<file path="config.mk">
export PLATFORM = sky130hd
export DESIGN_NAME = seg7_scan_ctrl
export DESIGN_NICKNAME = d
export VERILOG_FILES = /design/src/rtl/seg7_scan_ctrl.sv
export SDC_FILE = /design/constraint.sdc
export NUM_CORES = 1
export LEC_CHECK = 0
export BUFFER_PORTS_ARGS = -buffer_cell sky130_fd_sc_hd__buf_4
export CORE_AREA = 3 3 140 142
export CTS_CLUSTER_SIZE = 20
export DETAILED_ROUTE_END_ITERATION = 8
export DIE_AREA = 0 0 143 145
export GPL_ROUTABILITY_DRIVEN = 0
export PLACE_DENSITY = 0.6
export SLEW_MARGIN = 5
export SYNTH_ARGS = -nofsm -noshare
export SYNTH_HDL_FRONTEND = slang
export SYNTH_SLANG_ARGS = --single-unit
</file>
<file path="constraint.sdc">
create_clock -name clk -period 3.1 [get_ports clk]
set_input_delay 0.155 -clock clk [delete_from_list [all_inputs] [get_ports clk]]
set_output_delay 0.155 -clock clk [all_outputs]
set_load 0.05 [all_outputs]
</file>
<file path="src/rtl/seg7_scan_ctrl.sv">
// rtl/seg7_scan_ctrl.sv - register-mapped multiplexed 7-segment hex display scanner with PWM dimming
// Optional leading-zero blanking is built when SEG7_LEADING_ZERO_BLANK_EN is defined.
module seg7_scan_ctrl #(
  parameter int NDIG     = 8,
  parameter int SCAN_DIV = 50000
) (
  input  logic            clk,
  input  logic            rst,
  input  logic [31:0]     addr,
  input  logic            wen,
  input  logic [31:0]     wdata,
  output logic [31:0]     rdata,
  output logic [NDIG-1:0] dig_en,
  output logic [7:0]      seg
);
  localparam int IDXW = (NDIG > 1) ? $clog2(NDIG) : 1;
  localparam int DIVW = $clog2(SCAN_DIV);

  localparam logic [11:0] ADDR_DATA   = 12'h000;
  localparam logic [11:0] ADDR_CTRL   = 12'h004;
  localparam logic [11:0] ADDR_BRIGHT = 12'h008;

  localparam logic [DIVW-1:0] DIV_LAST = DIVW'(SCAN_DIV - 1);
  localparam logic [IDXW-1:0] IDX_LAST = IDXW'(NDIG - 1);

  logic [31:0]     data_q, data_d;
  logic [7:0]      blank_q, blank_d;
  logic [7:0]      dp_q, dp_d;
  logic            en_q, en_d;
  logic            lzb_d;
  logic [3:0]      duty_q, duty_d;
  logic [31:0]     rdata_d;

  logic [DIVW-1:0] div;
  logic [IDXW-1:0] idx;
  logic [3:0]      pwm;

  logic [NDIG-1:0] lz_blank;
  logic [3:0]      cur_nib;
  logic [6:0]      glyph;
  logic            lit;
  logic [NDIG-1:0] dig_en_d;
  logic [7:0]      seg_d;

  logic            unused_addr_hi;
  assign unused_addr_hi = ^addr[31:12];

  logic sel_ctrl;
  assign sel_ctrl = wen && (addr[11:0] == ADDR_CTRL);

  // Read mux sees post-write values so a same-cycle write reads back new data.
  always_comb begin
    data_d  = data_q;
    blank_d = blank_q;
    dp_d    = dp_q;
    en_d    = en_q;
    duty_d  = duty_q;
    if (wen) begin
      case (addr[11:0])
        ADDR_DATA:   data_d = wdata;
        ADDR_CTRL: begin
          blank_d = wdata[7:0];
          dp_d    = wdata[15:8];
          en_d    = wdata[16];
        end
        ADDR_BRIGHT: duty_d = wdata[3:0];
        default: ;
      endcase
    end
    case (addr[11:0])
      ADDR_DATA:   rdata_d = data_d;
      ADDR_CTRL:   rdata_d = {14'd0, lzb_d, en_d, dp_d, blank_d};
      ADDR_BRIGHT: rdata_d = {28'd0, duty_d};
      default:     rdata_d = 32'd0;
    endcase
  end

`ifdef SEG7_LEADING_ZERO_BLANK_EN
  localparam logic [31:0] DISP_MASK = (NDIG >= 8) ? 32'hFFFF_FFFF
                                                  : 32'((64'd1 << (4 * NDIG)) - 64'd1);
  logic        lzb_q;
  logic [31:0] disp_data;

  assign lzb_d     = sel_ctrl ? wdata[17] : lzb_q;
  assign disp_data = data_q & DISP_MASK;

  always_ff @(posedge clk) begin
    if (rst) lzb_q <= 1'b0;
    else     lzb_q <= lzb_d;
  end

  // Digit i is a leading zero when it and every displayed nibble above it are 0.
  always_comb begin
    lz_blank = '0;
    for (int i = 1; i < NDIG; i++) begin
      lz_blank[i] = lzb_q && ((disp_data >> (4 * i)) == 32'd0);
    end
  end
`else
  assign lzb_d    = 1'b0;
  assign lz_blank = '0;
`endif

  always_ff @(posedge clk) begin
    if (rst) begin
      data_q  <= 32'd0;
      blank_q <= 8'd0;
      dp_q    <= 8'd0;
      en_q    <= 1'b1;
      duty_q  <= 4'hF;
      rdata   <= 32'd0;
    end else begin
      data_q  <= data_d;
      blank_q <= blank_d;
      dp_q    <= dp_d;
      en_q    <= en_d;
      duty_q  <= duty_d;
      rdata   <= rdata_d;
    end
  end

  always_ff @(posedge clk) begin
    if (rst) begin
      div <= '0;
      idx <= '0;
      pwm <= '0;
    end else begin
      pwm <= pwm + 4'd1;
      if (div == DIV_LAST) begin
        div <= '0;
        idx <= (idx == IDX_LAST) ? '0 : idx + IDXW'(1);
      end else begin
        div <= div + DIVW'(1);
      end
    end
  end

  assign cur_nib = data_q[{idx, 2'b00} +: 4];

  always_comb begin
    case (cur_nib)
      4'h0: glyph = 7'b0000001;
      4'h1: glyph = 7'b1001111;
      4'h2: glyph = 7'b0010010;
      4'h3: glyph = 7'b0000110;
      4'h4: glyph = 7'b1001100;
      4'h5: glyph = 7'b0100100;
      4'h6: glyph = 7'b0100000;
      4'h7: glyph = 7'b0001111;
      4'h8: glyph = 7'b0000000;
      4'h9: glyph = 7'b0000100;
      4'hA: glyph = 7'b0001000;
      4'hB: glyph = 7'b1100000;
      4'hC: glyph = 7'b0110001;
      4'hD: glyph = 7'b1000010;
      4'hE: glyph = 7'b0110000;
      default: glyph = 7'b0111000;
    endcase
  end

  // The first two cycles of every slot stay dark to avoid ghosting between digits.
  always_comb begin
    lit = en_q && !blank_q[idx] && !lz_blank[idx] && (pwm <= duty_q) && (div >= DIVW'(2));
    dig_en_d = '1;
    seg_d    = 8'hFF;
    if (lit) begin
      dig_en_d[idx] = 1'b0;
      seg_d         = {glyph, ~dp_q[idx]};
    end
  end

  always_ff @(posedge clk) begin
    if (rst) begin
      dig_en <= '1;
      seg    <= 8'hFF;
    end else begin
      dig_en <= dig_en_d;
      seg    <= seg_d;
    end
  end
endmodule

</file>
==> impl_results.md, run 1 <==
- Status: finished clean
- Cell Chain, Critical Path: mux4_2, mux2i_1, ha_1, inv_1, or4_1, o31a_1, o211ai_1
- Crit. End Element: register
- Clock period minus worst slack: between 2 and 3 ns
- Register bit total from synthesis: roughly 120
- Seq/Total Area, Yosys: about 45%
- Initial drt markers: just over 300
- Total Wirelength: approximately 14000 microns
- CTS Buf Count: 17
- Die area: around 21000 sq um
- HP Class: in -> reg
- Post-Syn Area per Cell: about 8.9 sq um
- N_diodes: 0
- Antenna viol nets, final: 0
- Util after Layout: about two fifths
- Leak: 2.85 nW
- # IOs: between 100 and 150
- Layout cells sized above 1: about 23%
- Final period utilization: about 83%
- GRT overflow: 0
- Clock sink count: between 100 and 150
- Top post-synthesis cells by area: dfxtp_1 45%, nand2_1 7.9%, mux2i_1 7.6%, a21oi_1 5.7%, nor2_1 4.8%
- Die Y: between 100 and 150 microns
- Maxcap violations: 0
- CP max stage cell: dfxtp_1
- Worst Setup Path Type: reg -> reg
- Starting Density: between 20% and 30%
- Dpl hpwl: 9990 microns
- EDFF count, synth: 0
- Relative slew slack: 53.1%
- Post-synth top flop: dfxtp_1
- Reg clk slew, reported paths: approximately 0.060 ns
- FF-to-FF Start: idx[1]
- Commonest non-fill, non-tap cell in the layout: dfxtp_1
- Maximum clock rate: between 0.3 and 0.4 GHz
- Initial antenna violation count: 0
- Power per Cell Area: around 540 nW/um^2
- Drt wl/cell: approximately 15 microns
- Average via count per standard cell: about 4.7
- Critical Path AT: slightly below 3 ns
- Core outline area: roughly 19000 sq um
- Final hold viol count: 0
- RSZ-0062 raised after global routing: no
- Most frequent cells in the layout: 124 x dfxtp_1, 116 x nand2_1, 106 x buf_4, 70 x nor2_1, 63 x a21oi_1
- Slowest stage delay, CP: 0.74 ns
- Max FO, Critical Path: 17
- Max clock buf depth: 2
- Root cell of the clock tree: clkbuf_16
- Clock Skews: about 0.0070 ns
- Worst Path Required: approximately 3.4 ns
- # DRC: 0
- Startpoint types: register
- Area leader, netlist: dfxtp_1
- Post_cts resized: 0
- Cell Rows: 50
- TritonCTS clock tree: yes
- Clk Latency, worst-skew pair: ~0.42 ns
- Die X: 143 microns
- Worst slew pin tran: about 0.7 ns
- Max-slew violations: 0
- Port Buf Inserts: 94
- Largest net degree at the start of global routing: 60
- VDD IR max: around 0.4 mV
- Global-route wire length before repair: between 20000 and 25000 microns
- Synth top area share: between 40 and 50%
- Area grow syn2layout: 32.9%
- R2R Path End: seg[6]
- Setup TNS: 0 ns
- CTS H-tree lvls: 4
- Post-synthesis cell type count: 58
- Fillers: about 1.8k
- Cells after Synth: 622
- Final #Nets: slightly above 800
- Worst r2r path cells: 7
- Worst setup path start: idx[1]
- Post-Syn Nets: 704
- Tot GR Track Use: around 14%
- Final Hold Slack: 0.0203 ns
- 1st-pass router iterations: 4
- Setup violations, final: 0
- Critical Path End: seg[6]
- Synth Cell Area: around 5500 sq um
- Share of flip-flops with an asynchronous set or reset: 0%
- Beginning of the worst hold path: wdata[9]
- YS warnings: 0
- DR vias: about 4.6k
- R2R setup slack: slightly above 0.5 ns
- Number of global-route vias before repair: between 4k and 5k
cell type report:
type                       instances  area, sq um  area share, %
tap                              234          293           3.98
multi-input combinational        443         2800           38.1
clock buffer                      17          425           5.79
inverter                          15         56.3          0.766
timing repair buffer             136         1110           15.0
clock inverter                    15          188           2.55
sequential                       124         2480           33.8
cell usage after synthesis (all sizes together) (4+ instances only):
| master | number |
|---|---|
| a21oi | 63 |
| a2bb2oi | 4 |
| a31oi | 4 |
| buf | 22 |
| clkbuf | 18 |
| dfxtp | 124 |
| ha | 15 |
| inv | 15 |
| mux2 | 4 |
| mux2i | 42 |
| mux4 | 6 |
| nand2 | 116 |
| nand2b | 6 |
| nand3 | 18 |
| nand4 | 5 |
| nor2 | 80 |
| nor2b | 6 |
| nor3 | 6 |
| nor4 | 5 |
| o211ai | 7 |
| xnor2 | 9 |
| xor2 | 7 |
worst max-delay path: cells and delay by family, from the launching register on:
kind,cells,cell delay (ns)
AO/OA/AOI/OAI,2,0.27
adder cells (fa/ha/maj),1,0.15
buffers and inverters,1,0.05
AND/OR/NAND/NOR,1,0.51
multiplexers,2,0.78
flip-flops,1,0.74
stage by stage:
step / total power [mW] / instance area [sq um] / std cells / setup WS (ns)
3_3_place_gp: 1.89 / 6450 / 923 / 0.561
5_1_grt: 4.08 / 7350 / 984 / 0.319
6_report: 3.95 / 7350 / 984 / 0.517
4_1_cts: 4.00 / 7350 / 984 / 0.505
3_5_place_dp: 1.90 / 6450 / 923 / 0.533
2_1_floorplan: 1.79 / 5530 / 622 / 0.508
logic make-up after synthesis:
kind of cell    Yosys count  share of synthesized area (%)
fa+ha+maj                15                           3.39
flops                   124                           44.9
simple gates            261                           22.9
xor+xnor                 16                           2.53
buf+inv                  55                           4.73
mux                      52                           10.9
compound gates           99                           10.7
sequential cells by signal, indices dropped and copies added (netlist names), 8 cells and up:
name / flops
blank_q: 8
data_q: 32
dig_en: 8
div: 16
dp_q: 8
rdata: 32
seg: 8
what timing repair did:
action / in CTS / in global routing
endpoints found under the hold margin: 49 / 0
buffers inserted: 0 / 0
hold buffers: 29 / 0
how the worst min path moves through the flow:
| stage | end | slack, ns | depth (start not counted) |
|---|---|---|---|
| floorplan | duty_q[0] | 0.27 | 1 |
| global placement | duty_q[0] | 0.41 | 2 |
| detailed placement | en_q | 0.41 | 3 |
| CTS | dp_q[1] | 0.004 | 3 |
| global route | data_q[1] | 0.02 | 3 |
| finish | dp_q[1] | 0.02 | 3 |
where the power goes:
| part | internal [mW] | leakage (nW) | total, mW | switching (mW) |
|---|---|---|---|---|
| logic | 0.121 | 1.56 | 0.267 | 0.147 |
| registers | 1.61 | 1.00 | 1.62 | 0.0107 |
| clock network | 1.28 | 0.291 | 2.06 | 0.782 |
| total | 3.01 | 2.85 | 3.95 | 0.939 |
metal layers:
layer / part of all wire (%) / track usage, %
met3: 4.5 / 3.39
met5: 0 / 0
met1: 47 / 19.1
met2: 47 / 22.7
met4: 2.1 / 5.23
Note: power is estimated with default switching activity, not from simulation.
==> inputs of run 2 (changes only) <==
- ABC_AREA: unset -> 1
- CORE_AREA: 3 3 140 142 -> 3 3 145 147
- DIE_AREA: 0 0 143 145 -> 0 0 148 150
- PLACE_DENSITY: 0.6 -> 0.59
- clock period: 3.1 -> 2.5 ns (I/O delays scaled with it)
==> run 2 against run 1 <==
  * Critical path type unchanged
  * Via count up 17%
  * Total power up 18%
  * Sequential share of layout area decreased by 0.95 points
  * Critical endpoint unchanged
  * Highest routed layer unchanged
  * Die area grew 7.1%
  * Largest cell class unchanged
==> impl_results.md, run 2 <==
- Most frequent cells in the layout: 191 x nand2_1, 124 x dfxtp_1, 117 x inv_1, 101 x buf_4, 81 x nor2_1
- Tot GR Track Use: between 10% and 20%
- Clock period minus worst slack: ~2.1 ns
- R2R setup slack: between 0.4 and 0.5 ns
- Util after Layout: a little under two fifths
- Top post-synthesis cells by area: dfxtp_1 42%, nand2_1 12%, inv_1 7.4%, nor2_1 5.1%, nand3_1 4.0%
- Register bit total from synthesis: around 120
- Synth top cells by count: 191 x nand2_1, 124 x dfxtp_1, 117 x inv_1
- 1st-pass router iterations: 5
- Setup violations, final: 0
- Area leader, netlist: dfxtp_1
- Critical Path AT: 2.40 ns
- Setup TNS: 0 ns
- YS warnings: 0
- Largest net degree at the start of global routing: 70
- Synth top area share: a little over two fifths
- Commonest non-fill, non-tap cell in the layout: nand2_1
- Seq/Total Area, Yosys: between 40% and 50%
- Max clock buf depth: 2
- Number of global-route vias before repair: just under 5k
- Post-Syn Nets: roughly 900
- HP Class: in -> reg
- Most frequent cell after synthesis: nand2_1
- Cell Rows: 52
- Initial antenna violation count: 1
- Final hold viol count: 0
- Max-slew violations: 0
- EDFF count, synth: 0
- Layout cells sized above 1: 18.8%
- Maxcap violations: 0
- Root cell of the clock tree: clkbuf_16
- Worst r2r path cells: 13
- Antenna viol nets, final: 0
- Core outline area: between 20000 and 25000 sq um
- Max FO, Critical Path: 25
- Clock sink count: around 120
- Worst slew pin tran: roughly 0.84 ns
- Port Buf Inserts: between 90 and 100
- Hold Path End: data_q[29]
- VDD IR max: approximately 0.43 mV
- Synth Cell Area: just under 6000 sq um
- Worst Path Required: around 2.8 ns
- Largest regs: data_q (32), rdata (32), div (16)
- Post-synthesis cell type count: 38
- Die X: 148 microns
- Beginning of the worst hold path: wdata[29]
- Area grow syn2layout: 27.0%
- Post-synth top flop: dfxtp_1
- # DRC: 0
- Dpl hpwl: approximately 11000 microns
- Relative slew slack: about 44%
- Power per Cell Area: between 600 and 700 nW/um^2
- Worst Setup Path Type: reg -> reg
- Status: finished clean
- Clock Skews: between 0.007 and 0.008 ns
- FF-to-FF Start: idx[0]
- Average via count per standard cell: between 4 and 5
- Leak: 3.39 nW
- CTS H-tree lvls: 4
- Starting Density: 29.7%
- R2R Path End: seg[6]
- Post-Syn Area per Cell: about 7.3 sq um
- GRT overflow: 0
- Hold path cells: 3
- DR vias: roughly 5.4k
- Cells after Synth: slightly above 800
- Die area: 22200 sq um
- Global-route wire length before repair: around 25000 microns
- Total Wirelength: about 15000 microns
- Die Y: around 150 microns
- Initial drt markers: 355
- Crit. End Element: register
- Startpoint types: register
- Reg clk slew, reported paths: 0.05 ns
- # IOs: about 120
- Clk Latency, worst-skew pair: just over 0.4 ns
- Drt wl/cell: 12.4 microns
- RSZ-0062 raised after global routing: no
- Final #Nets: approximately 1.0k
- Maximum clock rate: ~0.48 GHz
- TritonCTS clock tree: yes
- Share of flip-flops with an asynchronous set or reset: 0%
- CTS Buf Count: 17
- Final period utilization: 83.8%
## run 2: changes by cell type in the layout (fill, tap and decap cells not counted), moves of 13 or more
cell           delta
o21ai_0          +38
dlygate4sd3_1    -16
nand4_1          +15
nand2_1          +75
inv_1           +102
nand3_1          +31
nor3_1           +18
a21oi_1          -35
o211ai_1         +18
nor4_2           +13
mux2i_1          -42
## run 2: routing by layer
metal / global-route usage, % / vias to the layer above / share of wire, %
li1: - / 2837 / -
met1: 18.5 / 2434 / 48
met2: 21.8 / 128 / 46
met3: 3.42 / 17 / 4.9
met4: 5.03 / 0 / 1.8
met5: 0 / - / 0
## run 2: worst max path at each step
| stage | from | end | slack (ns) | cells after the start |
|---|---|---|---|---|
| after floorplan | idx[0] | seg[6] | 0.86 | 13 |
| after global placement | idx[0] | seg[6] | 0.43 | 13 |
| after detailed placement | idx[0] | seg[6] | 0.41 | 13 |
| after CTS | idx[0] | seg[6] | 0.40 | 13 |
| after global routing | idx[0] | seg[3] | 0.15 | 13 |
| final | idx[0] | seg[6] | 0.40 | 13 |
## run 2: area by class of cell
| cell class | instances | area, sq um |
|---|---|---|
| clock buffer | 23 | 478 |
| multi-input combinational | 534 | 2790 |
| timing repair buffer | 115 | 908 |
| antenna | 1 | 2.50 |
| sequential | 124 | 2480 |
| clock inverter | 7 | 90.1 |
| tap | 270 | 338 |
| inverter | 126 | 475 |
| fill | 2187 | 12500 |
## run 2: stage by stage
stage	setup WS (ns)	cell area, sq um	std cells	hold WS [ns]	total power [mW]
after global routing	0.149	7560	1200	0.0335	4.84
after floorplan	0.865	5960	819	0.271	2.19
final	0.405	7560	1200	0.0280	4.65
after detailed placement	0.414	6860	1156	0.395	2.30
after CTS	0.399	7560	1199	0.00872	4.72
after global placement	0.432	6860	1156	0.388	2.30
## run 2: worst max-delay path, stage by stage, from the launching register on
cell and delay [ns]:
dfxtp_1 0.60, buf_12 0.23, nand2_1 0.06, o21ai_0 0.10, nand2_1 0.08, nand2_1 0.06
nand2_1 0.04, nand2_1 0.13, inv_1 0.12, ha_1 0.30, nand2_1 0.08, nor2_1 0.04
nor2_1 0.08, nand2_1 0.05
## run 2: power breakdown
group          internal (mW)  switching [mW]
Sequential              2.00          0.0110
Combinational          0.105           0.161
Clock                   1.53           0.843
## run 2: cells by family after synthesis
| logic type | after synthesis | synth area share, % |
|---|---|---|
| AOI/OAI and AO/OA | 109 | 10.4 |
| DFF | 124 | 41.7 |
| buffers and inverters | 161 | 11.5 |
| xor gates and xnor gates | 3 | 0.441 |
| and+or+nand+nor | 407 | 32.9 |
| adders and majority gates | 15 | 3.15 |
## run 2: timing repair
action                                  CTS  global route
setup buffers                             0             0
endpoints found under the setup margin    0             0
hold buffers                             13             0
endpoints found under the hold margin    23             0
gates resized for setup                   0             0
